### config.mk
export PLATFORM = sky130hd
export DESIGN_NAME = store_drain_ctrl
export DESIGN_NICKNAME = d
export VERILOG_FILES = /design/src/rtl/store_drain_ctrl.sv
export SDC_FILE = /design/constraint.sdc
export NUM_CORES = 1
export LEC_CHECK = 0
export CAP_MARGIN = 30
export CORE_MARGIN = 2
export CORE_UTILIZATION = 40
export CTS_CLUSTER_SIZE = 40
export DETAILED_ROUTE_END_ITERATION = 10
export MAX_ROUTING_LAYER = met4
export SKIP_LAST_GASP = 1
export SLEW_MARGIN = 20
export SYNTH_ARGS = -nofsm -noshare
export SYNTH_HDL_FRONTEND = slang
export SYNTH_SLANG_ARGS = --single-unit
### constraint.sdc
create_clock -name clk -period 13.9 [get_ports clk]
set_clock_uncertainty 0.05 [all_clocks]
set_input_delay 4.17 -clock clk [delete_from_list [all_inputs] [get_ports clk]]
set_output_delay 4.17 -clock clk [all_outputs]
set_load 0.02 [all_outputs]
### src/rtl/store_drain_ctrl.sv
// Store queue: lane-aligns committed stores into a DEPTH-entry FIFO and issues them to dmem over req/ack.
// dmem_req rises one edge after the first enqueue; st_ready drops while full, with no bypass on a same-cycle pop.
module store_drain_ctrl #(
    parameter int DEPTH = 4
) (
    input  logic                     clk,
    input  logic                     rst,
    input  logic                     st_valid,
    input  logic [31:0]              st_addr,
    input  logic [31:0]              st_data,
    input  logic [1:0]               st_sel,
    output logic                     st_ready,
    output logic                     dmem_req,
    output logic [31:0]              dmem_addr,
    output logic [31:0]              dmem_wdata,
    output logic [3:0]               dmem_we,
    input  logic                     dmem_ack,
    output logic                     drain_idle,
    output logic [$clog2(DEPTH):0]   count
);
    localparam int PW = $clog2(DEPTH);
    localparam int CW = PW + 1;
    localparam logic [CW-1:0] DEPTH_C = CW'(DEPTH);

    localparam logic [0:0] S_IDLE  = 1'b0;
    localparam logic [0:0] S_ISSUE = 1'b1;

    typedef struct packed {
        logic [29:0] waddr;
        logic [31:0] data;
        logic [3:0]  mask;
    } entry_t;

    entry_t          mem_q [DEPTH];
    entry_t          mem_d [DEPTH];
    logic [PW-1:0]   wr_ptr_q, wr_ptr_d;
    logic [PW-1:0]   rd_ptr_q, rd_ptr_d;
    logic [CW-1:0]   count_q, count_d;
    logic [0:0]      state_q, state_d;

    entry_t          enq_entry;
    entry_t          head;
    logic [1:0]      offset;
    logic            enq;
    logic            pop;

    // Lane alignment happens once at enqueue so the issue path is a plain register read.
    always_comb begin
        offset          = st_addr[1:0];
        enq_entry       = '0;
        enq_entry.waddr = st_addr[31:2];
        case (st_sel)
            2'b00: begin
                enq_entry.data = st_data << {offset, 3'b000};
                enq_entry.mask = 4'b0001 << offset;
            end
            2'b01: begin
                case (offset)
                    2'b00: begin
                        enq_entry.data = st_data;
                        enq_entry.mask = 4'b0011;
                    end
                    2'b01: begin
                        enq_entry.data = st_data << 8;
                        enq_entry.mask = 4'b0110;
                    end
                    default: begin
                        enq_entry.data = st_data << 16;
                        enq_entry.mask = 4'b1100;
                    end
                endcase
            end
            default: begin
                enq_entry.data = st_data;
                enq_entry.mask = 4'b1111;
            end
        endcase
    end

    assign st_ready = (count_q < DEPTH_C);
    assign enq      = st_valid && st_ready && (st_sel != 2'b11);
    assign pop      = (state_q == S_ISSUE) && dmem_ack;

    always_comb begin
        mem_d    = mem_q;
        wr_ptr_d = wr_ptr_q;
        rd_ptr_d = rd_ptr_q;
        count_d  = count_q;
        if (enq) begin
            mem_d[wr_ptr_q] = enq_entry;
            wr_ptr_d        = wr_ptr_q + PW'(1);
        end
        if (pop) begin
            rd_ptr_d = rd_ptr_q + PW'(1);
        end
        case ({enq, pop})
            2'b10:   count_d = count_q + CW'(1);
            2'b01:   count_d = count_q - CW'(1);
            default: count_d = count_q;
        endcase
    end

    always_comb begin
        state_d = state_q;
        case (state_q)
            S_IDLE:  if (count_q != '0) state_d = S_ISSUE;
            default: if (pop && (count_d == '0)) state_d = S_IDLE;
        endcase
    end

    always_ff @(posedge clk or posedge rst) begin
        if (rst) begin
            wr_ptr_q <= '0;
            rd_ptr_q <= '0;
            count_q  <= '0;
            state_q  <= S_IDLE;
            for (int i = 0; i < DEPTH; i++) begin
                mem_q[i] <= '0;
            end
        end else begin
            wr_ptr_q <= wr_ptr_d;
            rd_ptr_q <= rd_ptr_d;
            count_q  <= count_d;
            state_q  <= state_d;
            for (int i = 0; i < DEPTH; i++) begin
                mem_q[i] <= mem_d[i];
            end
        end
    end

    // Outputs are gated so the write port sees zeros whenever no request is live.
    assign head       = mem_q[rd_ptr_q];
    assign dmem_req   = (state_q == S_ISSUE);
    assign dmem_addr  = dmem_req ? {head.waddr, 2'b00} : 32'h0;
    assign dmem_wdata = dmem_req ? head.data : 32'h0;
    assign dmem_we    = dmem_req ? head.mask : 4'h0;
    assign drain_idle = (count_q == '0) && (state_q == S_IDLE);
    assign count      = count_q;
endmodule

==> results.py <==
metrics = {
    "outcome": {
        "outcome": "complete, no violations",
    },
    "synth": {
        "synth-xor-area-share_pct": 0.403,
        "synth-compound-area-share_pct": 8.83,
        "yosys.area_share.simple_pct": 8.23,
        "yosys.area_share.adder_pct": 0.634,
        "synth_flop_cell": "dfrtp_1",
        "synth_top_family_by_area": "multiplexers",
        "synth_area_um2": 13000,
        "synth-edff-count": 0,
        "yosys_warnings": 0,
        "synthArstFlopShare_pct": 100,
        "synth_seq_area_share_pct": 52.2,
        "ys_types": 41,
        "ys_ff_latch": 272,
        "muxShareOfSynthArea_pct": 25.8,
        "netlist_instances": 1024,
        "syn-mean-instance-area_um2": 12.7,
    },
    "pwr": {
        "ir_worst_vdd_mv": 0.148,
        "powerDensity_nw_per_um2": 253,
        "p_leak_nw": 6.82,
    },
    "worst_setup_path": {
        "r2r_end": "dmem_req",
        "critPathRequiredTime_ns": 9.68,
        "crit_type": "register to primary output",
        "crit_path_max_fanout": 25,
        "cp-startpoint": "rd_ptr_q[0]",
        "endpoint_kind": "primary output",
        "cp-start-kind": "register",
        "cp.arrival_ns": 3.46,
        "r2r_start": "dmem_req",
        "ff2ff_path_depth": 9,
        "rrSetupSlack_ns": 11.41,
    },
    "layout": {
        "mostFrequentLayoutCell": "dfrtp_1",
        "drive_gt1_share_pct": 26.6,
        "n_fill_cell": 2902,
        "final_cell_mix": "dfrtp_1 (269), mux2_2 (152), clkdlybuf4s50_1 (140)",
        "nets": 1215,
        "syn_to_final_growth_pct": 21.3,
    },
    "global_routing": {
        "grt_pass1_vias": 8575,
        "grt_pass1_wl_mm": 49.0,
        "grt_overflow": 0,
        "antenna_found_initial": 1,
        "gr-usage-all-layers_pct": 18.9,
        "grt_max_degree": 129,
    },
    "detailed_routing": {
        "drc": 0,
        "via_per_inst": 5.20,
        "vias": 8341,
        "drtAntennaViolNets": 0,
        "routed_wirelength_mm": 30.6,
        "wire_per_inst_um": 19.0,
        "drtIter0Drc": 448,
        "firstDrtPassIters": 5,
    },
    "clocking": {
        "cts_buffers": 31,
        "post_cts_buffers": 0,
        "htree_levels": 1,
        "path_clk_slew_ns": 0.06,
        "cts_root_buffer": "clkbuf_16",
        "ctsResizeCount": 0,
        "cts_hold_buf": 0,
        "clock-sinks": 272,
        "cts_tree": "built",
        "cts_buffer_depth": 3,
        "clock_latency_ns": 0.55,
    },
    "floorplan": {
        "start_util_pct": 40.4,
        "io_pins": 144,
        "die-area_um2": 34000,
        "fp.coreArea_um2": 32300,
        "rows": 66,
        "die_h_um": 185,
        "fp.dieW_um": 185,
    },
    "sta": {
        "final_max_slew_viol_count": 0,
        "tns_ns": 0,
        "min_period_ns": 7.68,
        "fmax_mhz": 130,
        "finalSetupViolCount": 0,
        "worst_slack_ns": 6.22,
        "period_share_pct": 55.2,
        "hold_violations": 0,
        "worst_pin_slew_ns": 0.781,
        "rsz0062_at_grt": "false",
        "relSlewSlack_pct": 47.9,
    },
    "place": {
        "gp_congestion": 0.816,
        "detailed_place_hpwl_mm": 19.1,
        "io_buffers": 141,
        "pre_cts_ws_ns": 6.71,
    },
    "run": {
        "max_cap_viol_count": 0,
    },
    "hold_path": {
        "worstHoldPathType": "register to register",
        "whs_path_depth": 2,
        "hold_end": "mem_q[203]",
        "hold_path_startpoint": "mem_q[203]",
    },
}
==> through the flow <==
step                      hold slack [ns]  power [mW]  util, %  instances  cell area, µm²
after floorplan                     0.393        2.57        -       1025           13000
after global placement              0.408        3.20     45.5       1544           14700
after detailed placement            0.415        3.25     45.6       1545           14700
after CTS                           0.428        4.05     48.7       1601           15700
after global routing                0.442        4.26     49.0       1605           15800
final                               0.424        4.00     49.0       1605           15800
==> registers in the layout, indices dropped and copies added (netlist names) <==
name and count:
count 3, dmem_req 1, mem_q 264, rd_ptr_q 2, wr_ptr_q 2
==> layout make-up <==
class / count / area, µm² / area share [%]
clock buffers: 43 / 901 / 5.70
clock inverters: 13 / 103 / 0.649
well taps: 442 / 553 / 3.50
flip-flops and latches: 272 / 6810 / 43.1
repair buffers: 161 / 1630 / 10.3
diodes: 1 / 2.50 / 0.0158
multi-input cells: 653 / 5720 / 36.2
inverters: 20 / 82.6 / 0.522
==> kinds of logic (layout without fill, tap and decap cells) <==
kind of cell,Yosys count,after routing
compound gates,175,175
other cells,1,3
fa+ha+maj,6,6
xor+xnor,6,6
flops,272,272
simple gates,230,230
buf+inv,100,237
mux,234,234
==> power by group <==
part / total, mW / internal, mW / switching (mW) / leakage, nW
logic: 1.82 / 1.01 / 0.810 / 2.95
registers: 1.39 / 1.17 / 0.222 / 3.37
clock network: 0.789 / 0.468 / 0.321 / 0.499
total: 4.00 / 2.65 / 1.35 / 6.82
==> worst max-delay path by stage <==
stage / end / slack, ns
5_1_grt: dmem_wdata[26] / 5.96
3_3_place_gp: dmem_wdata[28] / 6.62
2_1_floorplan: count[0] / 2.18
4_1_cts: dmem_wdata[26] / 6.10
3_5_place_dp: dmem_wdata[26] / 6.71
6_report: dmem_we[0] / 6.22
==> critical path, cell delays in order (launching register included) <==
cell and delay, ns:
dfrtp_4 0.72, buf_4 0.56, buf_12 0.30, mux4_2 0.57, and2_1 0.18, clkdlybuf4s50_1 0.53
==> per-layer routing <==
layer	track usage [%]	vias up	part of all wire [%]
met5	-	-	0
met4	5.73	0	2.9
met3	2.53	49	3.6
met2	30.2	161	48
met1	25.3	4218	46
li1	-	3913	-
==> Yosys cell counts, types with 2 or more instances <==
| master | number | area, µm² |
|---|---|---|
| o31ai_1 | 4 | 30.0 |
| a21oi_1 | 2 | 10.0 |
| xnor2_1 | 5 | 43.8 |
| and3_1 | 2 | 12.5 |
| buf_6 | 5 | 56.3 |
| o211a_1 | 7 | 70.1 |
| and2_1 | 66 | 413 |
| mux2_2 | 152 | 1710 |
| o21ai_0 | 111 | 556 |
| a32oi_1 | 7 | 61.3 |
| mux2i_1 | 16 | 160 |
| ha_1 | 5 | 62.6 |
| nor2b_1 | 3 | 18.8 |
| inv_1 | 19 | 71.3 |
| buf_4 | 11 | 82.6 |
| nand4_1 | 4 | 25.0 |
| o211ai_1 | 8 | 60.1 |
| clkbuf_1 | 18 | 67.6 |
| a221oi_2 | 7 | 105 |
| buf_1 | 3 | 11.3 |
| a22oi_1 | 9 | 67.6 |
| mux4_2 | 66 | 1490 |
| nor3_1 | 9 | 45.0 |
| a2bb2oi_1 | 15 | 131 |
| nor2_1 | 8 | 30.0 |
| dfrtp_1 | 272 | 6810 |
| nand2_1 | 134 | 503 |
| buf_2 | 43 | 215 |
(Power assumes the default switching activity.)
